==> src/rtl/mc_ctrl_fsm_hs_if.sv <==
// Control bundle between the multicycle control FSM and the RV32I datapath.
// The FSM uses the master modport; the datapath side uses slave.
interface mc_ctrl_fsm_hs_if;
  logic [6:0] op;
  logic [2:0] funct3;
  logic       funct7b0;
  logic       Zero;
  logic       ALUb31;
  logic       Cout;
  logic       mem_ready;
  logic       md_done;

  logic       PCWrite;
  logic       AddrSrc;
  logic       MemRead;
  logic       MemWrite;
  logic [2:0] MemOp;
  logic       IRWrite;
  logic       RegWrite;
  logic [1:0] ALUop;
  logic [1:0] ALUSrcA;
  logic [1:0] ALUSrcB;
  logic [1:0] ResultSrc;
  logic       JALR_LSB;
  logic       md_start;
  logic       illegal;
  logic [3:0] state;

  modport master (
    input  op, funct3, funct7b0, Zero, ALUb31, Cout, mem_ready, md_done,
    output PCWrite, AddrSrc, MemRead, MemWrite, MemOp, IRWrite, RegWrite,
           ALUop, ALUSrcA, ALUSrcB, ResultSrc, JALR_LSB, md_start, illegal, state
  );

  modport slave (
    output op, funct3, funct7b0, Zero, ALUb31, Cout, mem_ready, md_done,
    input  PCWrite, AddrSrc, MemRead, MemWrite, MemOp, IRWrite, RegWrite,
           ALUop, ALUSrcA, ALUSrcB, ResultSrc, JALR_LSB, md_start, illegal, state
  );
endinterface

==> src/rtl/mc_ctrl_fsm_hs.sv <==
// Main control FSM of the multicycle RV32I core: sequences fetch/decode/execute,
// waits on memory by handshake or fixed latency, and dispatches mul/div.
module mc_ctrl_fsm_hs #(
  parameter bit          MEM_HANDSHAKE = 1'b1,
  parameter int unsigned MEM_LAT       = 1,
  parameter bit          EN_MULDIV     = 1'b0
) (
  input logic              clk,
  input logic              rst,
  mc_ctrl_fsm_hs_if.master bus
);

  // R/I execute and LUI/AUIPC each share one state and pick operands from op[5],
  // which keeps all sixteen states inside the 4-bit debug encoding.
  typedef enum logic [3:0] {
    StFetch, StDecode, StMemAdr, StMemRead, StMemWb, StMemWrite, StExec, StAluWb,
    StJal, StJalr, StLink, StBranch, StUimm, StMulDiv, StMdWait, StIllegal
  } state_e;

  localparam logic [3:0] LastWait = 4'(MEM_LAT - 1);

  state_e     state_q, state_d, dec_next;
  logic [3:0] wcnt_q, wcnt_d;
  logic       mem_ok;
  logic       br_taken, br_bad;

  logic       pc_write, addr_src, mem_read, mem_write, ir_write, reg_write;
  logic       jalr_lsb, md_start, illegal;
  logic [2:0] mem_op;
  logic [1:0] alu_op, src_a, src_b, result_src;

  assign mem_ok = MEM_HANDSHAKE ? bus.mem_ready : (wcnt_q == LastWait);

  always_ff @(posedge clk or posedge rst) begin
    if (rst) begin
      state_q <= StFetch;
      wcnt_q  <= 4'd0;
    end else begin
      state_q <= state_d;
      wcnt_q  <= wcnt_d;
    end
  end

  always_comb begin
    if (state_d != state_q) begin
      wcnt_d = 4'd0;
    end else if (wcnt_q != 4'hf) begin
      wcnt_d = wcnt_q + 4'd1;
    end else begin
      wcnt_d = wcnt_q;
    end
  end

  always_comb begin
    br_taken = 1'b0;
    br_bad   = 1'b0;
    case (bus.funct3)
      3'b000:  br_taken = bus.Zero;
      3'b001:  br_taken = !bus.Zero;
      3'b100:  br_taken = bus.ALUb31;
      3'b101:  br_taken = !bus.ALUb31;
      3'b110:  br_taken = !bus.Cout;
      3'b111:  br_taken = bus.Cout;
      default: br_bad   = 1'b1;
    endcase
  end

  always_comb begin
    dec_next = StIllegal;
    case (bus.op)
      7'b0000011, 7'b0100011: dec_next = StMemAdr;
      7'b0110011: begin
        if (bus.funct7b0) begin
          dec_next = EN_MULDIV ? StMulDiv : StIllegal;
        end else begin
          dec_next = StExec;
        end
      end
      7'b0010011:             dec_next = StExec;
      7'b1101111:             dec_next = StJal;
      7'b1100111:             dec_next = StJalr;
      7'b1100011:             dec_next = StBranch;
      7'b0110111, 7'b0010111: dec_next = StUimm;
      default:                dec_next = StIllegal;
    endcase
  end

  always_comb begin
    state_d    = state_q;
    pc_write   = 1'b0;
    addr_src   = 1'b0;
    mem_read   = 1'b0;
    mem_write  = 1'b0;
    mem_op     = 3'b010;
    ir_write   = 1'b0;
    reg_write  = 1'b0;
    alu_op     = 2'b00;
    src_a      = 2'b00;
    src_b      = 2'b00;
    result_src = 2'b00;
    jalr_lsb   = 1'b0;
    md_start   = 1'b0;
    illegal    = 1'b0;
    unique case (state_q)
      StFetch: begin
        mem_read   = 1'b1;
        src_b      = 2'b10;
        result_src = 2'b10;
        if (mem_ok) begin
          ir_write = 1'b1;
          pc_write = 1'b1;
          state_d  = StDecode;
        end
      end
      StDecode: begin
        src_a   = 2'b01;
        src_b   = 2'b01;
        state_d = dec_next;
      end
      StMemAdr: begin
        src_a   = 2'b10;
        src_b   = 2'b01;
        state_d = bus.op[5] ? StMemWrite : StMemRead;
      end
      StMemRead: begin
        addr_src = 1'b1;
        mem_read = 1'b1;
        mem_op   = bus.funct3;
        if (mem_ok) state_d = StMemWb;
      end
      StMemWb: begin
        result_src = 2'b01;
        reg_write  = 1'b1;
        state_d    = StFetch;
      end
      StMemWrite: begin
        addr_src  = 1'b1;
        mem_write = 1'b1;
        mem_op    = bus.funct3;
        if (mem_ok) state_d = StFetch;
      end
      StExec: begin
        src_a   = 2'b10;
        src_b   = bus.op[5] ? 2'b00 : 2'b01;
        alu_op  = 2'b10;
        state_d = StAluWb;
      end
      StAluWb: begin
        reg_write = 1'b1;
        state_d   = StFetch;
      end
      StJal: begin
        pc_write = 1'b1;
        src_a    = 2'b01;
        src_b    = 2'b10;
        state_d  = StAluWb;
      end
      StJalr: begin
        src_a      = 2'b10;
        src_b      = 2'b01;
        result_src = 2'b10;
        jalr_lsb   = 1'b1;
        pc_write   = 1'b1;
        state_d    = StLink;
      end
      StLink: begin
        src_a      = 2'b01;
        src_b      = 2'b10;
        result_src = 2'b10;
        reg_write  = 1'b1;
        state_d    = StFetch;
      end
      StBranch: begin
        src_a    = 2'b10;
        alu_op   = 2'b01;
        pc_write = br_taken & ~br_bad;
        illegal  = br_bad;
        state_d  = StFetch;
      end
      StUimm: begin
        src_a   = bus.op[5] ? 2'b11 : 2'b01;
        src_b   = 2'b01;
        state_d = StAluWb;
      end
      StMulDiv: begin
        md_start = 1'b1;
        state_d  = StMdWait;
      end
      StMdWait: begin
        if (bus.md_done) begin
          result_src = 2'b11;
          reg_write  = 1'b1;
          state_d    = StFetch;
        end
      end
      StIllegal: begin
        illegal = 1'b1;
        state_d = StFetch;
      end
      default: state_d = StFetch;
    endcase
  end

  // Write and pulse strobes are masked by rst so nothing fires while reset is held.
  assign bus.PCWrite   = pc_write & ~rst;
  assign bus.MemRead   = mem_read & ~rst;
  assign bus.MemWrite  = mem_write & ~rst;
  assign bus.IRWrite   = ir_write & ~rst;
  assign bus.RegWrite  = reg_write & ~rst;
  assign bus.md_start  = md_start & ~rst;
  assign bus.illegal   = illegal & ~rst;
  assign bus.AddrSrc   = addr_src;
  assign bus.MemOp     = mem_op;
  assign bus.ALUop     = alu_op;
  assign bus.ALUSrcA   = src_a;
  assign bus.ALUSrcB   = src_b;
  assign bus.ResultSrc = result_src;
  assign bus.JALR_LSB  = jalr_lsb;
  assign bus.state     = state_q;

endmodule
==> src/flat_wrapper.sv <==
// flat-port wrapper written by rule: the top's interface ports become plain ports
module mc_ctrl_fsm_hs_flat 
#(
  parameter bit          MEM_HANDSHAKE = 1'b1,
  parameter int unsigned MEM_LAT       = 1,
  parameter bit          EN_MULDIV     = 1'b0
)
  (clk, rst, bus_op, bus_funct3, bus_funct7b0, bus_Zero, bus_ALUb31, bus_Cout, bus_mem_ready, bus_md_done, bus_PCWrite, bus_AddrSrc, bus_MemRead, bus_MemWrite, bus_MemOp, bus_IRWrite, bus_RegWrite, bus_ALUop, bus_ALUSrcA, bus_ALUSrcB, bus_ResultSrc, bus_JALR_LSB, bus_md_start, bus_illegal, bus_state);
  mc_ctrl_fsm_hs_if bus_i ();
  input logic clk;
  input logic rst;
  input wire logic [$bits(bus_i.op)-1:0] bus_op;
  input wire logic [$bits(bus_i.funct3)-1:0] bus_funct3;
  input wire logic [$bits(bus_i.funct7b0)-1:0] bus_funct7b0;
  input wire logic [$bits(bus_i.Zero)-1:0] bus_Zero;
  input wire logic [$bits(bus_i.ALUb31)-1:0] bus_ALUb31;
  input wire logic [$bits(bus_i.Cout)-1:0] bus_Cout;
  input wire logic [$bits(bus_i.mem_ready)-1:0] bus_mem_ready;
  input wire logic [$bits(bus_i.md_done)-1:0] bus_md_done;
  output wire logic [$bits(bus_i.PCWrite)-1:0] bus_PCWrite;
  output wire logic [$bits(bus_i.AddrSrc)-1:0] bus_AddrSrc;
  output wire logic [$bits(bus_i.MemRead)-1:0] bus_MemRead;
  output wire logic [$bits(bus_i.MemWrite)-1:0] bus_MemWrite;
  output wire logic [$bits(bus_i.MemOp)-1:0] bus_MemOp;
  output wire logic [$bits(bus_i.IRWrite)-1:0] bus_IRWrite;
  output wire logic [$bits(bus_i.RegWrite)-1:0] bus_RegWrite;
  output wire logic [$bits(bus_i.ALUop)-1:0] bus_ALUop;
  output wire logic [$bits(bus_i.ALUSrcA)-1:0] bus_ALUSrcA;
  output wire logic [$bits(bus_i.ALUSrcB)-1:0] bus_ALUSrcB;
  output wire logic [$bits(bus_i.ResultSrc)-1:0] bus_ResultSrc;
  output wire logic [$bits(bus_i.JALR_LSB)-1:0] bus_JALR_LSB;
  output wire logic [$bits(bus_i.md_start)-1:0] bus_md_start;
  output wire logic [$bits(bus_i.illegal)-1:0] bus_illegal;
  output wire logic [$bits(bus_i.state)-1:0] bus_state;
  assign bus_i.op = bus_op;
  assign bus_i.funct3 = bus_funct3;
  assign bus_i.funct7b0 = bus_funct7b0;
  assign bus_i.Zero = bus_Zero;
  assign bus_i.ALUb31 = bus_ALUb31;
  assign bus_i.Cout = bus_Cout;
  assign bus_i.mem_ready = bus_mem_ready;
  assign bus_i.md_done = bus_md_done;
  assign bus_PCWrite = bus_i.PCWrite;
  assign bus_AddrSrc = bus_i.AddrSrc;
  assign bus_MemRead = bus_i.MemRead;
  assign bus_MemWrite = bus_i.MemWrite;
  assign bus_MemOp = bus_i.MemOp;
  assign bus_IRWrite = bus_i.IRWrite;
  assign bus_RegWrite = bus_i.RegWrite;
  assign bus_ALUop = bus_i.ALUop;
  assign bus_ALUSrcA = bus_i.ALUSrcA;
  assign bus_ALUSrcB = bus_i.ALUSrcB;
  assign bus_ResultSrc = bus_i.ResultSrc;
  assign bus_JALR_LSB = bus_i.JALR_LSB;
  assign bus_md_start = bus_i.md_start;
  assign bus_illegal = bus_i.illegal;
  assign bus_state = bus_i.state;
  mc_ctrl_fsm_hs #(.MEM_HANDSHAKE(MEM_HANDSHAKE), .MEM_LAT(MEM_LAT), .EN_MULDIV(EN_MULDIV)) u_core (.clk(clk), .rst(rst), .bus(bus_i));
endmodule
==> config.mk <==
export PLATFORM = sky130hd
export DESIGN_NAME = mc_ctrl_fsm_hs_flat
export DESIGN_NICKNAME = d
export VERILOG_FILES = /design/src/rtl/mc_ctrl_fsm_hs_if.sv /design/src/rtl/mc_ctrl_fsm_hs.sv /design/src/flat_wrapper.sv
export SDC_FILE = /design/constraint.sdc
export NUM_CORES = 1
export LEC_CHECK = 0
export BUFFER_PORTS_ARGS = -buffer_cell sky130_fd_sc_hd__buf_2
export CAP_MARGIN = 5
export CORE_MARGIN = 10
export CORE_UTILIZATION = 30
export CTS_BUF_LIST = sky130_fd_sc_hd__clkbuf_4 sky130_fd_sc_hd__clkbuf_8
export CTS_CLUSTER_DIAMETER = 50
export DETAILED_ROUTE_END_ITERATION = 7
export GPL_ROUTABILITY_DRIVEN = 1
export GPL_TIMING_DRIVEN = 0
export SYNTH_ARGS = -nofsm -noshare
export SYNTH_HDL_FRONTEND = slang
export SYNTH_SLANG_ARGS = --single-unit
==> constraint.sdc <==
create_clock -name clk -period 1.15 [get_ports clk]
set_input_delay 0.115 -clock clk [delete_from_list [all_inputs] [get_ports clk]]
set_output_delay 0.115 -clock clk [all_outputs]
set_load 0.02 [all_outputs]
==> out/summary.json, run 1 <==
{
  "synth.yosys.seq_area_share": {"value": 13.5, "unit": "%"},
  "worst_slack": {"value": -527, "unit": "ps"},
  "slew_violations": {"value": 0},
  "numPlacedInstances": {"value": 183},
  "report.power.total": {"value": 6.42, "unit": "mW"},
  "synth-async-reset-ratio": {"value": 100, "unit": "%"},
  "crit_path_top_delay_cell": {"value": "dfrtp_2"},
  "netlist_instances": {"value": 115},
  "yosysWarnings": {"value": 0},
  "timing.critical_path.from": {"value": "u_core.bus.state[0]"},
  "worst_setup_path_endpoint": {"value": "bus_PCWrite"},
  "via_per_inst": {"value": 5.64},
  "synth_enable_flop_cells": {"value": 0},
  "fmaxAchievable": {"value": 596, "unit": "MHz"},
  "mappedNetlistNets": {"value": 133},
  "cts.hold.buffers_added": {"value": 0},
  "timing.critical_path.required": {"value": 1030, "unit": "ps"},
  "nets": {"value": 202},
  "avgRoutedWirePerCell": {"value": 19.2, "unit": "µm"},
  "worstReg2RegStart": {"value": "u_core.bus.state[0]"},
  "drtAntennaViolNets": {"value": 0},
  "vias": {"value": 1185},
  "tritoncts.num_buffers": {"value": 3},
  "ff2ff_setup_slack": {"value": -430, "unit": "ps"},
  "timing.critical_path.cells": {"value": "nor2b_4 -> o21ai_4 -> a211o_1 -> a31oi_4 -> buf_6"},
  "die_width": {"value": 69.6, "unit": "µm"},
  "largest_net_degree_at_the_start_of_global_routing": {"value": 11},
  "gr-total-overflow": {"value": 0},
  "rr_endpoint": {"value": "u_core.bus.state[0]"},
  "floorplan.die.height": {"value": 69.6, "unit": "µm"},
  "clockBufferDepth": {"value": 2},
  "tightestPinTransition": {"value": 732, "unit": "ps"},
  "postLayoutCellArea": {"value": 1830, "unit": "µm²"},
  "synthesized_cell_area": {"value": 739, "unit": "µm²"},
  "critical-path-max-stage-delay": {"value": 500, "unit": "ps"},
  "class_of_the_tightest_hold_or_removal_check": {"value": "in -> async"},
  "vdd_drop_max": {"value": 2460, "unit": "µV"},
  "p_leak": {"value": 0.768, "unit": "nW"},
  "kind_of_critical_path": {"value": "reg -> out"},
  "cp-end-kind": {"value": "output port"},
  "filler_cell_count": {"value": 138},
  "synth_flop_cell": {"value": "dfrtp_1"},
  "h-tree-depth": {"value": 1},
  "antenna_found_initial": {"value": 0},
  "powerDensity": {"value": 3500, "unit": "nW/µm²"},
  "setup_repair_after_global_routing_missed_its_margin": {"value": "yes"},
  "clock-root-buffer": {"value": "clkbuf_4"},
  "critPathArrivalTime": {"value": 1560, "unit": "ps"},
  "startpoint_type": {"value": "register"},
  "worst_slew_margin_rel": {"value": 51.2, "unit": "%"},
  "post_layout_nonfiller_instances": {"value": 210},
  "io-pin-count": {"value": 42},
  "place.gp.congestion": {"value": 0.803},
  "final_layout_size_suffix_gt1_share": {"value": 71.4, "unit": "%"},
  "placement.setup.worst_slack": {"value": -345, "unit": "ps"},
  "hpwl": {"value": 2.46, "unit": "mm"},
  "first_iter_violations": {"value": 78},
  "violated_checks": {"value": "negative setup slack"},
  "largest_register_ffs": {"value": 4},
  "drv_cap": {"value": 0},
  "cp_max_fo": {"value": 8},
  "antenna_cells_inserted": {"value": 0},
  "post_route_clock_period_utilization": {"value": 146, "unit": "%"},
  "placement.io_buffers": {"value": 40},
  "std_cell_rows": {"value": 17},
  "tritoncts": {"value": "done"},
  "placement.cell_area": {"value": 1180, "unit": "µm²"},
  "post_synth_num_cell_types": {"value": 42},
  "coreArea": {"value": 2280, "unit": "µm²"},
  "finalCriticalPeriod": {"value": 1680, "unit": "ps"},
  "count_of_state_elements_after_synthesis": {"value": 4},
  "dieArea": {"value": 4850, "unit": "µm²"},
  "numClockSinks": {"value": 4},
  "setup_viol": {"value": 24},
  "firstDrtPassIters": {"value": 4},
  "detail_route.wirelength": {"value": 4.03, "unit": "mm"},
  "drc_errors": {"value": 0},
  "groute.usage.overall": {"value": 13.2, "unit": "%"},
  "vias_in_the_first_global_route": {"value": 1121},
  "avgSynthCellArea": {"value": 6.43, "unit": "µm²"},
  "start_util": {"value": 32.5, "unit": "%"},
  "outcome": {"value": "finished with violations"},
  "clk-insertion-delay-late": {"value": 240, "unit": "ps"},
  "grt_first_pass_wirelength": {"value": 5.57, "unit": "mm"},
  "final.setup_skew": {"value": 6.15, "unit": "ps"},
  "clk_transition_reported_paths": {"value": 40, "unit": "ps"},
  "final_count_of_hold_timing_violations": {"value": 0},
  "worst_r2r_path_depth": {"value": 6},
  "syn2layout_area_growth": {"value": 148, "unit": "%"}
}
==> cell families (layout without fill, tap and decap cells) <==
| family | after synthesis | in the layout | synth area share (%) |
|---|---|---|---|
| DFF | 4 | 4 | 13.5 |
| buffers and inverters | 14 | 81 | 10.7 |
| xor gates and xnor gates | 5 | 5 | 5.92 |
| and+or+nand+nor | 60 | 60 | 40.1 |
| AOI/OAI and AO/OA | 32 | 32 | 29.8 |
==> synthesized netlist by cell type (all sizes together), types with 2 or more instances <==
master	n	area share, %
o22ai	5	4.2
a22oi	2	2.0
o211ai	2	2.0
buf	8	7.6
a31oi	2	1.7
xor2	3	3.6
nand2	14	7.1
nand2b	5	4.6
nor2b	5	4.6
a21oi	5	3.4
dfrtp	4	14
nor2	16	8.1
inv	5	2.5
nor3b	2	2.0
nand3	2	1.4
o21bai	2	2.0
or3	2	1.7
xnor2	2	2.4
nor3	9	6.1
o21ai	4	2.7
==> worst min-delay path by stage <==
stage / start / cells past startpoint / end / slack (ps)
3_3_place_gp: rst / 2 / u_core.bus.state[0] / 320
5_1_grt: rst / 2 / u_core.bus.state[3] / 90
3_5_place_dp: rst / 2 / u_core.bus.state[0] / 320
6_report: rst / 2 / u_core.bus.state[3] / 80
4_1_cts: rst / 2 / u_core.bus.state[0] / 80
2_1_floorplan: rst / 2 / u_core.bus.state[0] / 230
==> layout by cell type (no fill, tap or decap), types with 4 or more instances in the layout <==
cell type | netlist | routed
buf_6 | 1 | 23
buf_2 | 3 | 20
buf_4 | 4 | 19
nand2_1 | 14 | 10
nor2_4 | 0 | 7
buf_8 | 0 | 6
nor2_1 | 16 | 5
nor3_4 | 0 | 5
nor2_2 | 0 | 4
dfrtp_2 | 0 | 4
==> layer usage <==
layer | global-route usage (%) | share of wire, %
met3 | 2.14 | 6.1
met2 | 23.2 | 52
met1 | 16.1 | 39
met5 | 0 | 0
met4 | 3.48 | 2.5
==> final cells by class <==
cell class	instances	area, µm²	area share [%]
Buffer	8	116	6.34
Sequential cell	4	105	5.73
Inverter	5	33.8	1.84
Tap cell	28	35.0	1.91
Timing Repair Buffer	65	567	30.9
Clock buffer	3	22.5	1.23
Multi-Input combinational cell	97	955	52.0
==> power breakdown <==
group | switching, mW | leakage, nW | internal, mW | total [mW]
sequential | 0.147 | 0.0441 | 0.235 | 0.382
clock | 0.0600 | 0.0138 | 0.117 | 0.177
combinational | 2.97 | 0.710 | 2.89 | 5.86
==> stage by stage <==
stage | hold WS, ps | setup TNS (ps) | utilization (%)
after floorplan | 232 | -2370 | -
after global placement | 317 | -3430 | 52.0
after detailed placement | 324 | -3530 | 52.0
after CTS | 78.1 | -8460 | 69.5
after global routing | 94.8 | -9660 | 80.6
final | 79.5 | -8570 | 80.6
==> worst max-delay path: cells and delay by family (launching register included) <==
family	cells	cell delay, ps
and+or+nand+nor	1	180
AOI/OAI and AO/OA	3	510
buffers and inverters	1	140
DFF	1	500
==> what timing repair did <==
action,CTS,global route
cloned,1,0
endpoints found under the hold margin,0,0
pin swaps,14,21
gates resized for setup,65,45
buffers inserted,13,12
setup endpoints to repair,24,25
Note: power is estimated with default switching activity, not from simulation.
==> run 2: changes to the inputs <==
--- a/config.mk
+++ b/config.mk
@@ -5,6 +5,7 @@
 export SDC_FILE = /design/constraint.sdc
 export NUM_CORES = 1
 export LEC_CHECK = 0
+export ABC_AREA = 1
 export BUFFER_PORTS_ARGS = -buffer_cell sky130_fd_sc_hd__buf_2
 export CAP_MARGIN = 5
 export CORE_MARGIN = 10
==> run 2 against run 1 <==
The run still ends with negative setup slack left. Worst setup slack improved by 100 ps. Combinational power down 51%. Maximum frequency grew 6.5%. Register-to-register slack improved by 80 ps.
==> out/summary.json, run 2 <==
{
  "outcome": {"value": "finished with violations"},
  "violated_checks": {"value": "negative setup slack"},
  "dieArea": {"value": 4770, "unit": "µm²", "change": "-1.6%"},
  "yosys.cell_count.top_type": {"value": "nand2_1"},
  "yosysWarnings": {"value": 0, "change": "unchanged"},
  "synthesized_cell_area": {"value": 723, "unit": "µm²", "change": "-2.2%"},
  "grt_first_pass_wirelength": {"value": 4.66, "unit": "mm", "change": "-16%"},
  "fmaxAchievable": {"value": 635, "unit": "MHz", "change": "+6.5%"},
  "slew_violations": {"value": 0, "change": "unchanged"},
  "largest_net_degree_at_the_start_of_global_routing": {"value": 9, "change": "-2"},
  "start_util": {"value": 32.1, "unit": "%", "change": "-0.41 points"},
  "timing.hold.ws": {"value": 96.9, "unit": "ps", "change": "+17.4 ps"},
  "vias_in_the_first_global_route": {"value": 1100, "change": "-1.9%"},
  "filler_cell_count": {"value": 211, "change": "+53%"},
  "critical_path.n_buffers_inverters": {"value": 2, "change": "+1"},
  "firstDrtPassIters": {"value": 4, "change": "unchanged"},
  "timing.critical_path.cells": {"value": "nor2_4 -> inv_4 -> nor2_4 -> nand2_4 -> a31oi_4 -> buf_6"},
  "timing.critical_path.from": {"value": "u_core.bus.state[2]"},
  "place.gp.congestion": {"value": 0.863, "change": "+7.5%"},
  "timing.critical_path.depth": {"value": 6, "change": "+1"},
  "class_of_the_tightest_hold_or_removal_check": {"value": "in -> async"},
  "worstReg2RegStart": {"value": "u_core.bus.state[2]"},
  "worst_setup_path_endpoint": {"value": "bus_PCWrite"},
  "netlist_instances": {"value": 137, "change": "+19%"},
  "fin_tns_setup": {"value": -7590, "unit": "ps", "change": "+980 ps"},
  "drc_errors": {"value": 0, "change": "unchanged"},
  "final_layout_size_suffix_gt1_share": {"value": 58.2, "unit": "%", "change": "-13 points"},
  "synthDominantCellAreaShare": {"value": 17.1, "unit": "%", "change": "+3.6 points"},
  "nets": {"value": 214, "change": "+5.9%"},
  "largest_register_ffs": {"value": 4, "change": "unchanged"},
  "mostFrequentLayoutCells": {"value": "nand2_1 (26), buf_2 (21), buf_4 (21), inv_1 (15), nor2_4 (14)"},
  "avgRoutedWirePerCell": {"value": 12.6, "unit": "µm", "change": "-34%"},
  "tritoncts": {"value": "done"},
  "setup_viol": {"value": 24, "change": "unchanged"},
  "drv_cap": {"value": 0, "change": "unchanged"},
  "p_leak": {"value": 0.682, "unit": "nW", "change": "-11%"},
  "powerDensity": {"value": 2550, "unit": "nW/µm²", "change": "-27%"},
  "comb_power_share": {"value": 83.7, "unit": "%", "change": "-7.6 points"},
  "p_seq_share": {"value": 11.4, "unit": "%", "change": "+5.5 points"},
  "setup_repair_after_global_routing_missed_its_margin": {"value": "yes"},
  "synth_flop_cell": {"value": "dfrtp_1"},
  "crit_path_top_delay_cell": {"value": "dfrtp_2"},
  "tritoncts.num_buffers": {"value": 3, "change": "unchanged"},
  "floorplan.die.height": {"value": 69.1, "unit": "µm", "change": "-0.78%"},
  "final_count_of_hold_timing_violations": {"value": 0, "change": "unchanged"},
  "via_per_inst": {"value": 4.82, "change": "-15%"},
  "drtAntennaViolNets": {"value": 0, "change": "unchanged"},
  "synth.yosys.seq_area_share": {"value": 13.8, "unit": "%", "change": "+0.30 points"},
  "worst_slack": {"value": -424, "unit": "ps", "change": "+103 ps"},
  "critPathArrivalTime": {"value": 1460, "unit": "ps", "change": "-100 ps"},
  "finalCriticalPeriod": {"value": 1570, "unit": "ps", "change": "-103 ps"},
  "critical-path-top-delay-family": {"value": "flip-flops"},
  "gr-total-overflow": {"value": 0, "change": "unchanged"},
  "synth.area.top_cells": {"value": "nand2_1 (17%), dfrtp_1 (14%), inv_1 (12%), nor2_1 (11%), nand3_1 (6.9%)"},
  "rr_endpoint": {"value": "u_core.bus.state[0]"},
  "h-tree-depth": {"value": 1, "change": "unchanged"},
  "clockBufferDepth": {"value": 2, "change": "unchanged"},
  "clk-insertion-delay-late": {"value": 230, "unit": "ps", "change": "about the same"},
  "groute.usage.overall": {"value": 10.8, "unit": "%", "change": "-2.4 points"},
  "detail_route.wirelength": {"value": 2.81, "unit": "mm", "change": "-30%"},
  "worst_r2r_path_depth": {"value": 10, "change": "+4"},
  "post_route_clock_period_utilization": {"value": 137, "unit": "%", "change": "-8.9 points"},
  "cts.hold.buffers_added": {"value": 0, "change": "unchanged"},
  "synth-async-reset-ratio": {"value": 100, "unit": "%", "change": "unchanged"},
  "cp-end-kind": {"value": "output port"},
  "synth_top_area_cell": {"value": "nand2_1"},
  "first_iter_violations": {"value": 68, "change": "-13%"},
  "avgSynthCellArea": {"value": 5.28, "unit": "µm²", "change": "-18%"},
  "coreArea": {"value": 2250, "unit": "µm²", "change": "-0.93%"},
  "timing.critical_path.required": {"value": 1030, "unit": "ps", "change": "about the same"},
  "synth_common_cells": {"value": "nand2_1 (33), inv_1 (23), nor2_1 (22)"},
  "placement.io_buffers": {"value": 40, "change": "unchanged"},
  "ff2ff_setup_slack": {"value": -350, "unit": "ps", "change": "+80 ps"},
  "io-pin-count": {"value": 42, "change": "unchanged"},
  "p_int": {"value": 1.53, "unit": "mW", "change": "-53%"},
  "worst_slew_margin_rel": {"value": 47.4, "unit": "%", "change": "-3.8 points"},
  "vdd_drop_max": {"value": 1420, "unit": "µV", "change": "-42%"},
  "count_of_state_elements_after_synthesis": {"value": 4, "change": "unchanged"},
  "synth_enable_flop_cells": {"value": 0, "change": "unchanged"},
  "final.setup_skew": {"value": 5.34, "unit": "ps", "change": "-0.806 ps"},
  "cp_max_fo": {"value": 7, "change": "-1"},
  "vias": {"value": 1069, "change": "-9.8%"},
  "switching_power_of_the_nets": {"value": 1.93, "unit": "mW", "change": "-39%"},
  "layout.core_utilization": {"value": 60.1, "unit": "%", "change": "-20 points"},
  "hpwl": {"value": 2.31, "unit": "mm", "change": "-6.0%"},
  "tightestPinTransition": {"value": 789, "unit": "ps", "change": "+56.8 ps"},
  "startpoint_type": {"value": "register"},
  "die_width": {"value": 69.1, "unit": "µm", "change": "-0.78%"},
  "antenna_cells_inserted": {"value": 0, "change": "unchanged"},
  "placement.setup.worst_slack": {"value": -314, "unit": "ps", "change": "+30.6 ps"},
  "part_of_the_total_power_dissipated_in_the_clock_network": {"value": 5.0, "unit": "%", "change": "+2.2 points"},
  "antenna_found_initial": {"value": 0, "change": "unchanged"},
  "most_common_cell_after_layout_fill_and_taps_aside": {"value": "nand2_1"},
  "post_synth_num_cell_types": {"value": 22, "change": "-48%"},
  "critical-path-max-stage-delay": {"value": 480, "unit": "ps", "change": "-20 ps"},
  "critical_path.most_common_cell": {"value": "nor2_4"},
  "clk_transition_reported_paths": {"value": 40, "unit": "ps", "change": "about the same"},
  "kind_of_critical_path": {"value": "reg -> out"},
  "mappedNetlistNets": {"value": 155, "change": "+17%"},
  "std_cell_rows": {"value": 17, "change": "unchanged"},
  "numClockSinks": {"value": 4, "change": "unchanged"},
  "power_switching_share": {"value": 55.9, "unit": "%", "change": "+6.5 points"},
  "clock-root-buffer": {"value": "clkbuf_4"},
  "syn2layout_area_growth": {"value": 87.4, "unit": "%"}
}
-- run 2: stage by stage --
stage,std cells,area [µm²],total power [mW]
after floorplan,137,860,2.01
after global placement,205,1090,2.61
after detailed placement,205,1090,2.63
after CTS,218,1310,3.35
after global routing,222,1360,3.75
final,222,1360,3.46
-- run 2: kinds of logic after synthesis --
logic type | count (synthesis) | share of synthesized area (%)
AND/OR/NAND/NOR | 84 | 54.0
buffers and inverters | 29 | 15.1
AO/OA/AOI/OAI | 20 | 17.1
flip-flops | 4 | 13.8
-- run 2: how the worst min path moves through the flow --
stage                     from                   to  cells past startpoint
after floorplan            rst  u_core.bus.state[0]                      2
after global placement     rst  u_core.bus.state[3]                      2
after detailed placement   rst  u_core.bus.state[0]                      2
after CTS                  rst  u_core.bus.state[0]                      2
after global routing       rst  u_core.bus.state[1]                      2
final                      rst  u_core.bus.state[3]                      2
-- run 2: timing repair --
action | 4_1_cts | 5_1_grt
gates resized for setup | 42 | 5
setup buffers | 10 | 4
pin swaps | 14 | 4
endpoints found under the setup margin | 24 | 24
-- run 2: worst reg2reg max path, delay by kind of cell, from the launching register on --
kind,cells,cell delay [ps]
AND/OR/NAND/NOR,4,480
flip-flops,1,480
buffers and inverters,4,340
AO/OA/AOI/OAI,2,100
-- run 2: area by class of cell --
cell class | instances | area [µm²] | area share, %
Clock buffer | 3 | 22.5 | 1.66
Inverter | 28 | 115 | 8.49
Timing Repair Buffer | 54 | 398 | 29.4
Tap cell | 28 | 35.0 | 2.59
Sequential cell | 4 | 105 | 7.76
Buffer | 1 | 3.75 | 0.277
Multi-Input combinational cell | 104 | 676 | 49.9
-- run 2: power groups by stage --
stage                     combinational [mW]  sequential, mW  clock (mW)
final                                   2.89           0.394       0.171
after floorplan                         1.55           0.464           0
after detailed placement                2.23           0.409           0
after global routing                    3.15           0.412       0.187
after global placement                  2.20           0.407           0
after CTS                               2.78           0.395       0.173
-- run 2: per-layer routing --
layer | vias to the layer above | GRT usage [%] | part of all wire (%)
met5 | - | 0 | 0
met4 | 0 | 4.43 | 0.82
met3 | 4 | 2.00 | 4.8
met2 | 37 | 20.3 | 55
met1 | 478 | 11.4 | 39
li1 | 550 | - | -
